==> config.mk <==
export PLATFORM = sky130hd
export DESIGN_NAME = riffa_tx_arbiter
export DESIGN_NICKNAME = d
export VERILOG_FILES = /design/src/rtl/riffa_arb_pkg.sv /design/src/rtl/rr_arbiter.sv /design/src/rtl/riffa_tx_arbiter.sv
export SDC_FILE = /design/constraint.sdc
export NUM_CORES = 1
export LEC_CHECK = 0
export CAP_MARGIN = 15
export CORE_MARGIN = 8
export CORE_UTILIZATION = 39
export CTS_CLUSTER_SIZE = 20
export DETAILED_ROUTE_END_ITERATION = 7
export PLACE_DENSITY = 0.82
export SYNTH_ARGS = -nofsm -noshare
export SYNTH_HDL_FRONTEND = slang
export SYNTH_SLANG_ARGS = --single-unit
export TNS_END_PERCENT = 1
==> constraint.sdc <==
create_clock -name CLK -period 4.12 [get_ports CLK]
set_clock_uncertainty 0.05 [all_clocks]
set_input_delay 0.412 -clock CLK [delete_from_list [all_inputs] [get_ports CLK]]
set_output_delay 0.412 -clock CLK [all_outputs]
set_load 0.05 [all_outputs]
==> src/rtl/riffa_arb_pkg.sv <==
// Shared definitions for the RIFFA TX arbiter: FSM state encoding,
// beat-width helper and the round-robin pick function.
package riffa_arb_pkg;

    typedef enum logic [2:0] {
        ST_IDLE = 3'd0,
        ST_ARB  = 3'd1,
        ST_OPEN = 3'd2,
        ST_XFER = 3'd3,
        ST_FIN  = 3'd4
    } arb_state_e;

    // Widest requester vector rr_pick handles; callers zero-extend.
    localparam int MAX_REQ = 8;

    // 32-bit words carried by one data beat.
    function automatic int beat_words(input int width);
        return width / 32;
    endfunction

    // First set bit of req[n-1:0] searching upward from ptr with wrap.
    // Returns {found, idx[2:0]}.
    function automatic logic [3:0] rr_pick(input logic [MAX_REQ-1:0] req,
                                           input logic [2:0]         ptr,
                                           input int                 n);
        logic [3:0] r;
        int         k;
        r = '0;
        for (int i = 0; i < MAX_REQ; i++) begin
            if (i < n) begin
                k = int'(ptr) + i;
                if (k >= n) k = k - n;
                if (!r[3] && req[k[2:0]]) r = {1'b1, k[2:0]};
            end
        end
        return r;
    endfunction

endpackage

==> src/rtl/rr_arbiter.sv <==
// Round-robin arbiter: combinational pick from the current request vector,
// pointer register advanced past the winner when the pick is taken.
//   clk_i, rst_ni  clock, async active-low reset
//   req_i          request vector
//   adv_i          pick is being taken this cycle; move pointer past it
//   found_o        some request is set
//   idx_o          winning index
module rr_arbiter
    import riffa_arb_pkg::*;
#(
    parameter int N  = 4,
    parameter int RW = (N > 1) ? $clog2(N) : 1
) (
    input  logic          clk_i,
    input  logic          rst_ni,
    input  logic [N-1:0]  req_i,
    input  logic          adv_i,
    output logic          found_o,
    output logic [RW-1:0] idx_o
);

    logic [RW-1:0]      ptr_q, ptr_d;
    logic [MAX_REQ-1:0] req_ext;
    logic [3:0]         pick;

    always_comb begin
        req_ext        = '0;
        req_ext[N-1:0] = req_i;
        pick           = rr_pick(req_ext, 3'(ptr_q), N);
    end

    assign found_o = pick[3];
    assign idx_o   = pick[RW-1:0];

    always_comb begin
        ptr_d = ptr_q;
        if (adv_i) ptr_d = (idx_o == RW'(N-1)) ? '0 : idx_o + RW'(1);
    end

    always_ff @(posedge clk_i or negedge rst_ni) begin
        if (!rst_ni) ptr_q <= '0;
        else         ptr_q <= ptr_d;
    end

endmodule

==> src/rtl/riffa_tx_arbiter.sv <==
// Shares one RIFFA TX channel between C_NUM_REQ streaming producers.
// Per-packet round-robin; the winner's length is latched, CHNL_TX raised,
// and the winner's stream is passed through until the packet is complete.
//   REQ/REQ_LEN          per-requester packet request and length (words)
//   REQ_DATA/_VALID/_REN per-requester data stream, REN is one-hot or zero
//   GNT / DONE           grant (ARB..FIN) and completion pulse (FIN)
//   CHNL_TX_*            RIFFA TX channel port
module riffa_tx_arbiter
    import riffa_arb_pkg::*;
#(
    parameter int C_PCI_DATA_WIDTH = 32,
    parameter int C_NUM_REQ        = 4
) (
    input  logic                            CLK,
    input  logic                            RST_N,
    input  logic [C_NUM_REQ-1:0]            REQ,
    input  logic [32*C_NUM_REQ-1:0]         REQ_LEN,
    input  logic [C_PCI_DATA_WIDTH*C_NUM_REQ-1:0] REQ_DATA,
    input  logic [C_NUM_REQ-1:0]            REQ_DATA_VALID,
    output logic [C_NUM_REQ-1:0]            REQ_DATA_REN,
    output logic [C_NUM_REQ-1:0]            GNT,
    output logic [C_NUM_REQ-1:0]            DONE,
    output logic                            CHNL_TX_CLK,
    output logic                            CHNL_TX,
    input  logic                            CHNL_TX_ACK,
    output logic                            CHNL_TX_LAST,
    output logic [31:0]                     CHNL_TX_LEN,
    output logic [30:0]                     CHNL_TX_OFF,
    output logic [C_PCI_DATA_WIDTH-1:0]     CHNL_TX_DATA,
    output logic                            CHNL_TX_DATA_VALID,
    input  logic                            CHNL_TX_DATA_REN
);

    localparam int W  = C_PCI_DATA_WIDTH;
    localparam int N  = C_NUM_REQ;
    localparam int BW = beat_words(W);
    localparam int RW = (N > 1) ? $clog2(N) : 1;

    arb_state_e  state_q, state_d;
    logic [RW-1:0] win_q, win_d;
    logic [31:0] len_q, len_d;
    logic [31:0] cnt_q, cnt_d;

    logic          pick_found;
    logic [RW-1:0] pick_idx;
    logic [31:0]   pick_len;
    logic          win_vld;
    logic          beat;
    logic [31:0]   cnt_inc;
    logic [RW-1:0] gnt_idx;
    logic          gnt_en;

    rr_arbiter #(.N(N), .RW(RW)) u_rr (
        .clk_i   (CLK),
        .rst_ni  (RST_N),
        .req_i   (REQ),
        .adv_i   (state_q == ST_ARB && pick_found),
        .found_o (pick_found),
        .idx_o   (pick_idx)
    );

    // Length of the candidate winner and data/valid of the latched winner.
    always_comb begin
        pick_len     = '0;
        CHNL_TX_DATA = '0;
        win_vld      = 1'b0;
        for (int i = 0; i < N; i++) begin
            if (pick_idx == RW'(i)) pick_len = REQ_LEN[32*i +: 32];
            if (win_q == RW'(i)) begin
                CHNL_TX_DATA = REQ_DATA[W*i +: W];
                win_vld      = REQ_DATA_VALID[i];
            end
        end
    end

    assign beat    = (state_q == ST_XFER) && win_vld && CHNL_TX_DATA_REN;
    assign cnt_inc = cnt_q + 32'(BW);

    always_comb begin
        state_d = state_q;
        win_d   = win_q;
        len_d   = len_q;
        cnt_d   = cnt_q;
        case (state_q)
            ST_IDLE: if (|REQ) state_d = ST_ARB;
            ST_ARB: begin
                if (pick_found) begin
                    win_d   = pick_idx;
                    len_d   = pick_len;
                    cnt_d   = '0;
                    state_d = (pick_len == 32'd0) ? ST_FIN : ST_OPEN;
                end else begin
                    state_d = ST_IDLE;
                end
            end
            ST_OPEN: if (CHNL_TX_ACK) state_d = ST_XFER;
            ST_XFER: begin
                if (beat) begin
                    cnt_d = cnt_inc;
                    // >= so a partial final beat still ends the packet
                    if (cnt_inc >= len_q) state_d = ST_FIN;
                end
            end
            ST_FIN:  state_d = ST_IDLE;
            default: state_d = ST_IDLE;
        endcase
    end

    always_ff @(posedge CLK or negedge RST_N) begin
        if (!RST_N) begin
            state_q <= ST_IDLE;
            win_q   <= '0;
            len_q   <= '0;
            cnt_q   <= '0;
        end else begin
            state_q <= state_d;
            win_q   <= win_d;
            len_q   <= len_d;
            cnt_q   <= cnt_d;
        end
    end

    // Grant is visible from the ARB cycle itself (using the live pick)
    // through FIN, so a zero-length packet still holds GNT for two cycles.
    assign gnt_idx = (state_q == ST_ARB) ? pick_idx : win_q;
    assign gnt_en  = (state_q == ST_ARB && pick_found) || (state_q == ST_OPEN) ||
                     (state_q == ST_XFER) || (state_q == ST_FIN);

    assign GNT          = gnt_en ? (N'(1) << gnt_idx) : '0;
    assign DONE         = (state_q == ST_FIN) ? (N'(1) << win_q) : '0;
    assign REQ_DATA_REN = beat ? (N'(1) << win_q) : '0;

    assign CHNL_TX_CLK        = CLK;
    assign CHNL_TX            = (state_q == ST_OPEN) || (state_q == ST_XFER);
    assign CHNL_TX_LAST       = 1'b1;
    assign CHNL_TX_LEN        = len_q;
    assign CHNL_TX_OFF        = '0;
    assign CHNL_TX_DATA_VALID = (state_q == ST_XFER) && win_vld;

endmodule
# Yosys cells after proc, flatten, opt, wreduce, memory -nomap -nowiden
# Cells that the tools add are included.
# word_totals
register_bits	71
in_bits	268
output_inout_bits	111
word_cells	105
# classes
add_sub_neg	9
n_lt_le_gt_ge	9
n_eq_ne	15
shifts	2
mux	43
reduce_logical	22
# op_table
op	count
2-to-1 mux 32 bit	10
>= comparator 32 x 4 -> 1 bit, second input constant	3
case mux 32 bit (2 select lines)	1
adder 32 x 1 -> 32 bit, second input constant	1
>= comparator 32 bit	1
zero test 32 bit	1
2-to-1 mux 3 bit	10
2-to-1 mux 4 bit	7
less-than comparator 3 x 4 -> 1 bit, second input constant	4
binary-select mux 1 bit (select 3 bit)	4
case mux 3 bit (4 select lines)	1
subtractor 3 bit, second input constant	3
equality test 2 bit, second input constant	4
2-to-1 mux 1 bit	8
left shift 1 x 2 -> 4 bit, first input constant	2
adder 2 x 2 -> 3 bit, second input constant	2
equality test 3 x 2 -> 1 bit, second input constant	2
logical AND 1 bit	6
inequality test 2 bit, second input constant	3
equality test 2 x 1 -> 1 bit, second input constant	2
zero test 2 bit	2
logical OR 1 bit	4
2-to-1 mux 2 bit	2
inequality test 2 x 1 -> 1 bit, second input constant	2
other kinds (13)	15

# Depth between registers and ports, before layout
# logic_depth
depth_word	23
depth_mapped	14

# Cells and area by module
# A second synthesis with hierarchy kept.
# unflattened
cells_unflattened	648
hier_area_um2	6373.6
# modules_own_cells
mod	n_inst	cells_per_inst	area_each_um2
riffa_tx_arbiter	1	628	6212.2
rr_arbiter	1	20	161.4

==> metrics.txt <==
worst r2r path cells=11; combinational share of power=70.0%; Top FF cell, synth=dfrtp_1; critical path depth=6; Critical R2R Launch=u_rr.ptr_q[1]; crit-path max FO=5; diodes inserted=0; DR pass1 iterations=5; Critical Path, Cell by Cell=clkdlybuf4s50_1, or4_1, and2_1, a21oi_1, and4_1, clkdlybuf4s50_1; Slew Viols, Final=0; Vias=7,554; switching portion of total power=53.8%; critical path capture point type=output port; Slew headroom=37.2%; I/O pins=379; family with the most delay on the worst path=buffers and inverters; Critical Path Sink=GNT[0]; commonest non-fill, non-tap cell in the layout=clkdlybuf4s50_1; Setup TNS Final=0 ps; Storage cell area=1780 um^2; layout overhead on the synthesized area=58.9%; Flop pwr share=16.9%; Worst Setup Path Type=in2out; final hold vios=0; Die Span X=146 um; reg-to-reg endpoint=state_q[1]; FFs w/ async S/R, synth=100%; dominant cells by area after synthesis=dfrtp_1 (27%), mux4_2 (11%), nand2_1 (8.7%), ha_1 (7.0%), o211a_1 (5.0%); Net Sw Power=3.81 mW; Slowest cell on crit path=clkdlybuf4s50_1; number of global-route vias before repair=7,464; row count=47; CP peak stage delay=830 ps; Mapped Cells=767; placed inst area=10,200 um^2; Worst-path clk slew=60 ps; PD cells=674 nW/um^2; Mean Syn Cell Area=8.63 um^2; status=complete, no violations; unrepaired setup endpoints after global routing=no; number of port buffers=346; design area=10,500 um^2; Worst Hold Class=in2async; aggregate global routing overflow=0; hold bufs inserted after CTS=0; Pint=3.28 mW; GPL Wtd Cong=0.969; Tot GR Track Use=28.0%; R2R setup slack=580 ps; startpoint types=input pin; Buf/Inv on CP=2; CTS tree=done; setup repair bufs after CTS=0; Total Wirelength=31,400 um; Least-Margin Pin Slew=942 ps; Worst path most repeated cell=clkdlybuf4s50_1; effective utilization at floorplan=39.9%; die extent in y=146 um; leakage=4.54 nW; Seq cells post-synth=71; Worst-Skew Late Latency=450 ps; Fmax=280 MHz; Residual DRC=0; largest area contributor in the netlist=dfrtp_1; post-route ant nets=0; first-pass GRT wire length=46,000 um; Unique masters post-synth=59; Cell Area, Synth=6620 um^2; Tmin final=3570 ps; share of cells above drive strength 1=8.12%; Synth warnings=0; WP data arrival=3100 ps; HPWL Detailed=25,800 um; period utilisation layout=86.5%; largest net degree at the start of global routing=81; DR iter-0 viols=911; share of the synthesized area in the top cell type=26.9%; Peak VDD IR=0.476 mV; power share of the clock group=13.0%; most frequent cells in the layout=clkdlybuf4s50_1 (341), nand2_1 (152), dfrtp_1 (70); sequential-to-total area share from yosys stat=26.9%; Post-CTS Resized=0; initial antenna violation count=4; Wirelength per Cell=23.9 um; Worst Path Required=3660 ps; Die ar.=21,400 um^2; Core ar.=16,600 um^2; EDFF count, synth=0; count of final setup violators=0; final net count=1,396; max cap viols=0; critical path launch point=REQ[2]; worst hold slack=153 ps; Via density=5.74; Layout fillers=1,379; power consumption=7.09 mW; multi-input logic area=4340 um^2
[power groups by stage]
stage | clock network [mW] | registers (mW) | logic, mW
global route | 0.965 | 1.22 | 5.21
CTS | 0.929 | 1.19 | 4.92
finish | 0.924 | 1.20 | 4.96
detailed placement | 0.0560 | 1.20 | 4.89
floorplan | 0.0523 | 1.49 | 2.92
global placement | 0.0560 | 1.20 | 4.83
[stage by stage]
stage,setup WS [ps],util [%],cells
finish,554,63.4,1316
global route,293,63.4,1316
CTS,595,63.4,1316
detailed placement,213,61.3,1297
global placement,400,61.3,1297
floorplan,229,-,797
[metal layers]
layer  track usage, %  routed length [um]
met3             8.31                3100
met1             36.4               12900
met2             45.0               14800
met4             6.54                 509
met5                0                  44
[cells in the mapped netlist, types with 3 or more instances]
cell,number
a21o_1,3
a21oi_1,23
a31oi_1,10
and2_1,7
and3_1,5
and4_1,8
buf_1,7
buf_2,16
buf_4,36
clkbuf_1,23
dfrtp_1,71
ha_1,37
inv_1,40
mux2i_1,3
mux4_2,33
nand2_1,153
nand2b_1,6
nand3_1,19
nand4_1,6
nor2_1,30
nor3_1,4
nor3b_1,3
nor4_1,6
o211a_1,33
o21ai_0,30
o22ai_1,47
o31ai_1,40
xnor2_1,19
xor2_1,11
[sequential cells by signal (all words and copies together), names as in the netlist]
register,cells
CHNL_TX_LEN,32
cnt_q,32
state_q,3
u_rr.ptr_q,2
win_q,2
[layout make-up]
cell class | instances | share of cell area [%]
flip-flops and latches | 71 | 16.9
clock inverters | 6 | 0.440
inverters | 40 | 1.43
repair buffers | 362 | 34.4
multi-input cells | 603 | 41.2
clock buffers | 14 | 2.99
well taps | 220 | 2.62
[worst min path at each step]
stage,startpoint,to,cells after the start
floorplan,RST_N,CHNL_TX_LEN[0],0
global placement,cnt_q[1],cnt_q[1],2
detailed placement,CHNL_TX_LEN[7],CHNL_TX_LEN[7],2
CTS,RST_N,u_rr.ptr_q[1],2
global route,RST_N,cnt_q[6],2
finish,RST_N,cnt_q[5],2
[cell families (layout without fill, tap and decap cells)]
family          Yosys count  count (layout)  synth area share (%)
other cells               2              32                 0.114
mux                      36              36                  11.7
fa+ha+maj                37              37                  7.00
xor+xnor                 30              30                  3.97
buf+inv                 123             422                  9.44
compound gates          203             203                  21.5
flops                    71              71                  26.9
simple gates            265             265                  19.4
Power figures use the tool's default switching activity.
==> edit 1 (same flow settings) <==
`MAX_REQ`: 8 -> 7.
--- a/src/rtl/riffa_arb_pkg.sv
+++ b/src/rtl/riffa_arb_pkg.sv
@@ -11,7 +11,7 @@
     } arb_state_e;
 
     // Widest requester vector rr_pick handles; callers zero-extend.
-    localparam int MAX_REQ = 8;
+    localparam int MAX_REQ = 7;
 
     // 32-bit words carried by one data beat.
     function automatic int beat_words(input int width);
Function: kept (Yosys induction, for registers that start in step).
==> edit 1 against the original RTL <==
  * Count of clock-buffer cells in the layout is the same
  * Wire length shrank 2.2%
  * Synthesized area shrank 2.4%
  * Die area shrank 2.1%
  * Cell area shrank 0.31%
  * Sequential cell count is the same
  * Critical path depth grew 5
  * Setup slack lost 140 ps
  * Total power shrank 11%
  * Critical path type is now reg -> reg
==> edit 1: results (changes against the original RTL) <==
stage,metric,value,unit,change
critical_path,timing.rr.start,cnt_q[8]$_DFFE_PN0P_,,
power_and_ir_drop,leakage,4.38,nW,-3.5%
global_route,grt_pass1_vias,7567,,+1.4%
synth,synth_seq_area_share,0.275,,+0.00650
cells_and_area,drive_gt1_frac,0.0920,,+0.0108
hold_path,min_path_type,in -> async,,
detailed_routing,vias,7326,,-3.0%
place,place.gp.congestion,1.05,,+8.4%
place,post-dp-hpwl,25500,um,-1.4%
detailed_routing,first_pass_iters,5,,unchanged
power_and_ir_drop,ir_worst_vdd,0.676,mV,+42%
global_route,antenna_found_initial,6,,+2
critical_path,cp_max_fo,8,,+3
cells_and_area,fin_nets,1398,,+0.14%
critical_path,arrival,3970,ps,+870 ps
detailed_routing,totalWireLength,30700,um,-2.2%
global_route,grt_pass1_wl,44600,um,-3.1%
global_route,grtUsageTotal,0.288,,+0.00762
critical_path,r2r_slack,410,ps,-170 ps
place,place_worst_setup_slack,317,ps,+103 ps
clock_tree,cts_resized,0,,unchanged
critical_path,reg2reg_depth,11,,unchanged
detailed_routing,first_iter_violations,554,,-39%
power_and_ir_drop,internal_power,3.06,mW,-6.6%
detailed_routing,antenna_left,0,,unchanged
clock_tree,post_cts_buffers,0,,unchanged
place,portBuffers,346,,unchanged
sta,slew_headroom,0.513,,+0.141
synth,yosys_warnings,0,,unchanged
synth,postSynth.asyncResetShare,1.00,,unchanged
synth,ys_types,63,,+6.8%
synth,synth_ff_type,dfrtp_1,,
clock_tree,clkLatencyLatePin,450,ps,about the same
synth,synthTopCellsByArea,"dfrtp_1 28%, mux4_2 12%, ha_1 7.2%",,
global_route,grt_max_degree,66,,-19%
critical_path,r2r_end,state_q[2]$_DFFE_PN0P_,,
run_status,outcome,"complete, no violations",,
synth,synth_top_cells_by_count,"122 x nand2_1, 71 x dfrtp_1, 62 x o21ai_0, 43 x inv_1",,
clock_tree,clk_pin_slew_worst_paths,60,ps,about the same
## edit 1: worst max-delay path by stage
stage	start	to	slack (ps)
4_1_cts	cnt_q[8]$_DFFE_PN0P_	state_q[2]$_DFFE_PN0P_	520
3_5_place_dp	REQ[1]	state_q[2]$_DFFE_PN0P_	320
5_1_grt	cnt_q[2]$_DFFE_PN0P_	state_q[2]$_DFFE_PN0P_	140
6_report	cnt_q[8]$_DFFE_PN0P_	state_q[2]$_DFFE_PN0P_	410
3_3_place_gp	REQ[1]	state_q[2]$_DFFE_PN0P_	390
2_1_floorplan	state_q[1]$_DFFE_PN0P_	REQ_DATA_REN[0]	220
## edit 1: through the flow
stage / std cells / util / instance area (sq um) / hold slack, ps
floorplan: 791 / - / 6570 / 66.4
global placement: 1297 / 0.615 / 10100 / 424
detailed placement: 1297 / 0.615 / 10100 / 450
CTS: 1316 / 0.636 / 10400 / 129
global route: 1324 / 0.639 / 10500 / 399
finish: 1325 / 0.639 / 10500 / 364
## edit 1: critical path, stage by stage (launching register included)
cell      delay (ps)
dfrtp_1          450
and4_4           280
nand4_4          160
nor4_1           510
and4_1           390
xor2_1           220
ha_1             280
and4_1           200
a221oi_1         280
o31ai_1          140
a211oi_1         490
nor4b_1          110
## edit 1: cells by family after synthesis
family,count (synthesis),synth area share
DFF,71,0.275
and+or+nand+nor,289,0.235
AOI/OAI and AO/OA,172,0.160
other,2,0.00116
xor gates and xnor gates,30,0.0407
muxes,38,0.124
adders and majority gates,37,0.0717
buffers and inverters,122,0.0930
## edit 1: power groups by stage
| stage | registers (mW) | logic (mW) | clock network [mW] |
|---|---|---|---|
| 4_1_cts | 1.13 | 4.20 | 0.938 |
| 2_1_floorplan | 1.57 | 2.19 | 0.0523 |
| 5_1_grt | 1.17 | 4.46 | 0.967 |
| 3_5_place_dp | 1.14 | 4.18 | 0.0560 |
| 6_report | 1.14 | 4.22 | 0.927 |
| 3_3_place_gp | 1.14 | 4.14 | 0.0560 |
## edit 1: area by class of cell
cell class                      count  area, sq um
Tap cell                          220          275
Clock buffer                       14          324
Inverter                           43          161
Sequential cell                    71         1780
Multi-Input combinational cell    598         4200
Fill cell                        1339         5920
Clock inverter                      6         36.3
Timing Repair Buffer              366         3690
Antenna cell                        7         17.5
## edit 1: routing by layer
layer / GRT usage / wire, um / vias up
li1: - / - / 3371
met1: 0.319 / 11100 / 3508
met2: 0.503 / 15500 / 387
met3: 0.0820 / 3040 / 60
met4: 0.130 / 1080 / 0
met5: 0 / 0 / -
==> edit 2 (same settings) <==
Made on the original files. Encoding of `arb_state_e`: now one-hot (5 bits for 5 states).
--- a/src/rtl/riffa_arb_pkg.sv
+++ b/src/rtl/riffa_arb_pkg.sv
@@ -2,12 +2,12 @@
 // beat-width helper and the round-robin pick function.
 package riffa_arb_pkg;
 
-    typedef enum logic [2:0] {
-        ST_IDLE = 3'd0,
-        ST_ARB  = 3'd1,
-        ST_OPEN = 3'd2,
-        ST_XFER = 3'd3,
-        ST_FIN  = 3'd4
+    typedef enum logic [4:0] {
+        ST_IDLE = 5'b00001,
+        ST_ARB  = 5'b00010,
+        ST_OPEN = 5'b00100,
+        ST_XFER = 5'b01000,
+        ST_FIN  = 5'b10000
     } arb_state_e;
 
     // Widest requester vector rr_pick handles; callers zero-extend.
Function: no difference found for any inputs over 4 cycles, from zero or initial values and one cycle with RST_N low; so few cycles prove little.
==> edit 2 against the original RTL <==
  * First-iteration DRC count down 32%
  * Critical path type is now reg -> reg
  * Sequential cell count is 2 higher
  * Cell area grew 0.58%
  * Setup slack worse by 75 ps
  * Wire length decreased by 4.2%
  * Sequential share of layout area increased by 0.39 points
  * Largest cell class unchanged
  * Total power fell by 5.7%
  * Count of clock-buffer cells in the layout is the same
  * Die area rose by 1.2%
  * Synthesized area rose by 1.4%
==> edit 2: results (changes against the original RTL) <==
stage,metric,value,unit,change
critical_path,reg2reg_depth,13,,+2
place,placed_cells,1303,,+0.46%
critical_path,crit_type,reg -> reg,,
synth,synth_ff_type,dfrtp_1,,
global_route,grt_pass1_vias,7561,,+1.3%
synth,synth_top_cells_by_count,"126 x nand2_1, 72 x dfrtp_1, 49 x o22ai_1, 48 x o31ai_1, 44 x nor2_1",,
synth,synthAdderAreaFrac,0.0690,,-0.000940
power_and_ir_drop,leakage,4.64,nW,+2.1%
cells_and_area,fillers,1475,,+7.0%
clock_tree,clkLatencyLatePin,450,ps,about the same
detailed_routing,via_per_inst,5.66,,-1.5%
critical_path,endpoint_kind,flip-flop,,
synth,synth-compound-area-share,0.230,,+0.0146
sta,holdWs,460,ps,+307 ps
critical_path,timing.rr.start,cnt_q[0]$_DFFE_PN0P_,,
global_route,grt_pass1_wl,44600,um,-3.0%
synth,syn_avg_cell_area,8.59,sq um,-0.46%
power_and_ir_drop,ir_worst_vdd,0.398,mV,-16%
power_and_ir_drop,p_comb,4.53,mW,-8.7%
power_and_ir_drop,swShare,0.525,,-0.0125
clock_tree,clk_pin_slew_worst_paths,60,ps,about the same
cells_and_area,drive_gt1_frac,0.0747,,-0.00652
place,place_worst_setup_slack,355,ps,+141 ps
global_route,grt_max_degree,77,,-4.9%
power_and_ir_drop,clk-power,950,uW,+2.8%
synth,synth_xor_area_frac,0.0392,,-0.000533
critical_path,cp_max_fo,7,,+2
synth,synthTopCellsByArea,"dfrtp_1 27%, mux4_2 11%, nand2_1 7.1%",,
critical_path,crit_path_top_delay_cell,a2111oi_0,,
critical_path,r2r_slack,480,ps,-100 ps
sta,max_freq,275,MHz,-2.1%
synth,ys_types,54,,-8.5%
detailed_routing,first_pass_iters,5,,unchanged
critical_path,max_stage_delay,530,ps,-300 ps
synth,muxShareOfSynthArea,0.115,,-0.00138
clock_tree,post_cts_buffers,0,,unchanged
critical_path,arrival,3920,ps,+820 ps
synth,yosys_warnings,0,,unchanged
cells_and_area,fin_nets,1398,,+0.14%
place,place.gp.congestion,0.934,,-3.7%
detailed_routing,first_iter_violations,618,,-32%
sta,tightestPinTransition,1110,ps,+164 ps
place,post_dp_cell_area,10200,sq um,+0.32%
critical_path,path_delay_family,simple AND/OR/NAND/NOR gates,,
detailed_routing,totalWireLength,30100,um,-4.2%
global_route,antenna_found_initial,10,,+6
place,portBuffers,346,,unchanged
synth,synth_seq_area_share,0.273,,+0.00404
run_status,outcome,"complete, no violations",,
global_route,grtUsageTotal,0.266,,-0.0145
synth,postSynth.asyncResetShare,1.00,,unchanged
hold_path,min_path_type,in -> async,,
place,post-dp-hpwl,24700,um,-4.4%
critical_path,r2r_end,state_q[3]$_DFFE_PN0P_,,
detailed_routing,vias,7511,,-0.57%
power_and_ir_drop,pg_seq,1.20,mW,about the same
-- edit 2: timing repair --
action | in CTS | in global routing
endpoints found under the setup margin | 0 | 0
hold buffers | 1 | 0
endpoints found under the hold margin | 23 | 0
gates resized for setup | 0 | 0
-- edit 2: cell families after synthesis --
kind of cell	count (synthesis)
compound gates	217
xor+xnor	30
fa+ha+maj	37
buf+inv	133
flops	73
mux	36
other cells	2
simple gates	253
-- edit 2: area by class of cell --
type	count	area, sq um	area share
repair buffers	357	3590	0.340
well taps	225	282	0.0266
diodes	5	12.5	0.00118
clock inverters	6	42.5	0.00402
inverters	43	161	0.0153
clock buffers	14	324	0.0306
flip-flops and latches	73	1830	0.173
multi-input cells	605	4330	0.410
-- edit 2: metal layers --
| metal | global-route usage | routed length [um] |
|---|---|---|
| met4 | 0.0801 | 651 |
| met1 | 0.340 | 12300 |
| met5 | 0 | 70 |
| met2 | 0.418 | 14200 |
| met3 | 0.0883 | 2850 |
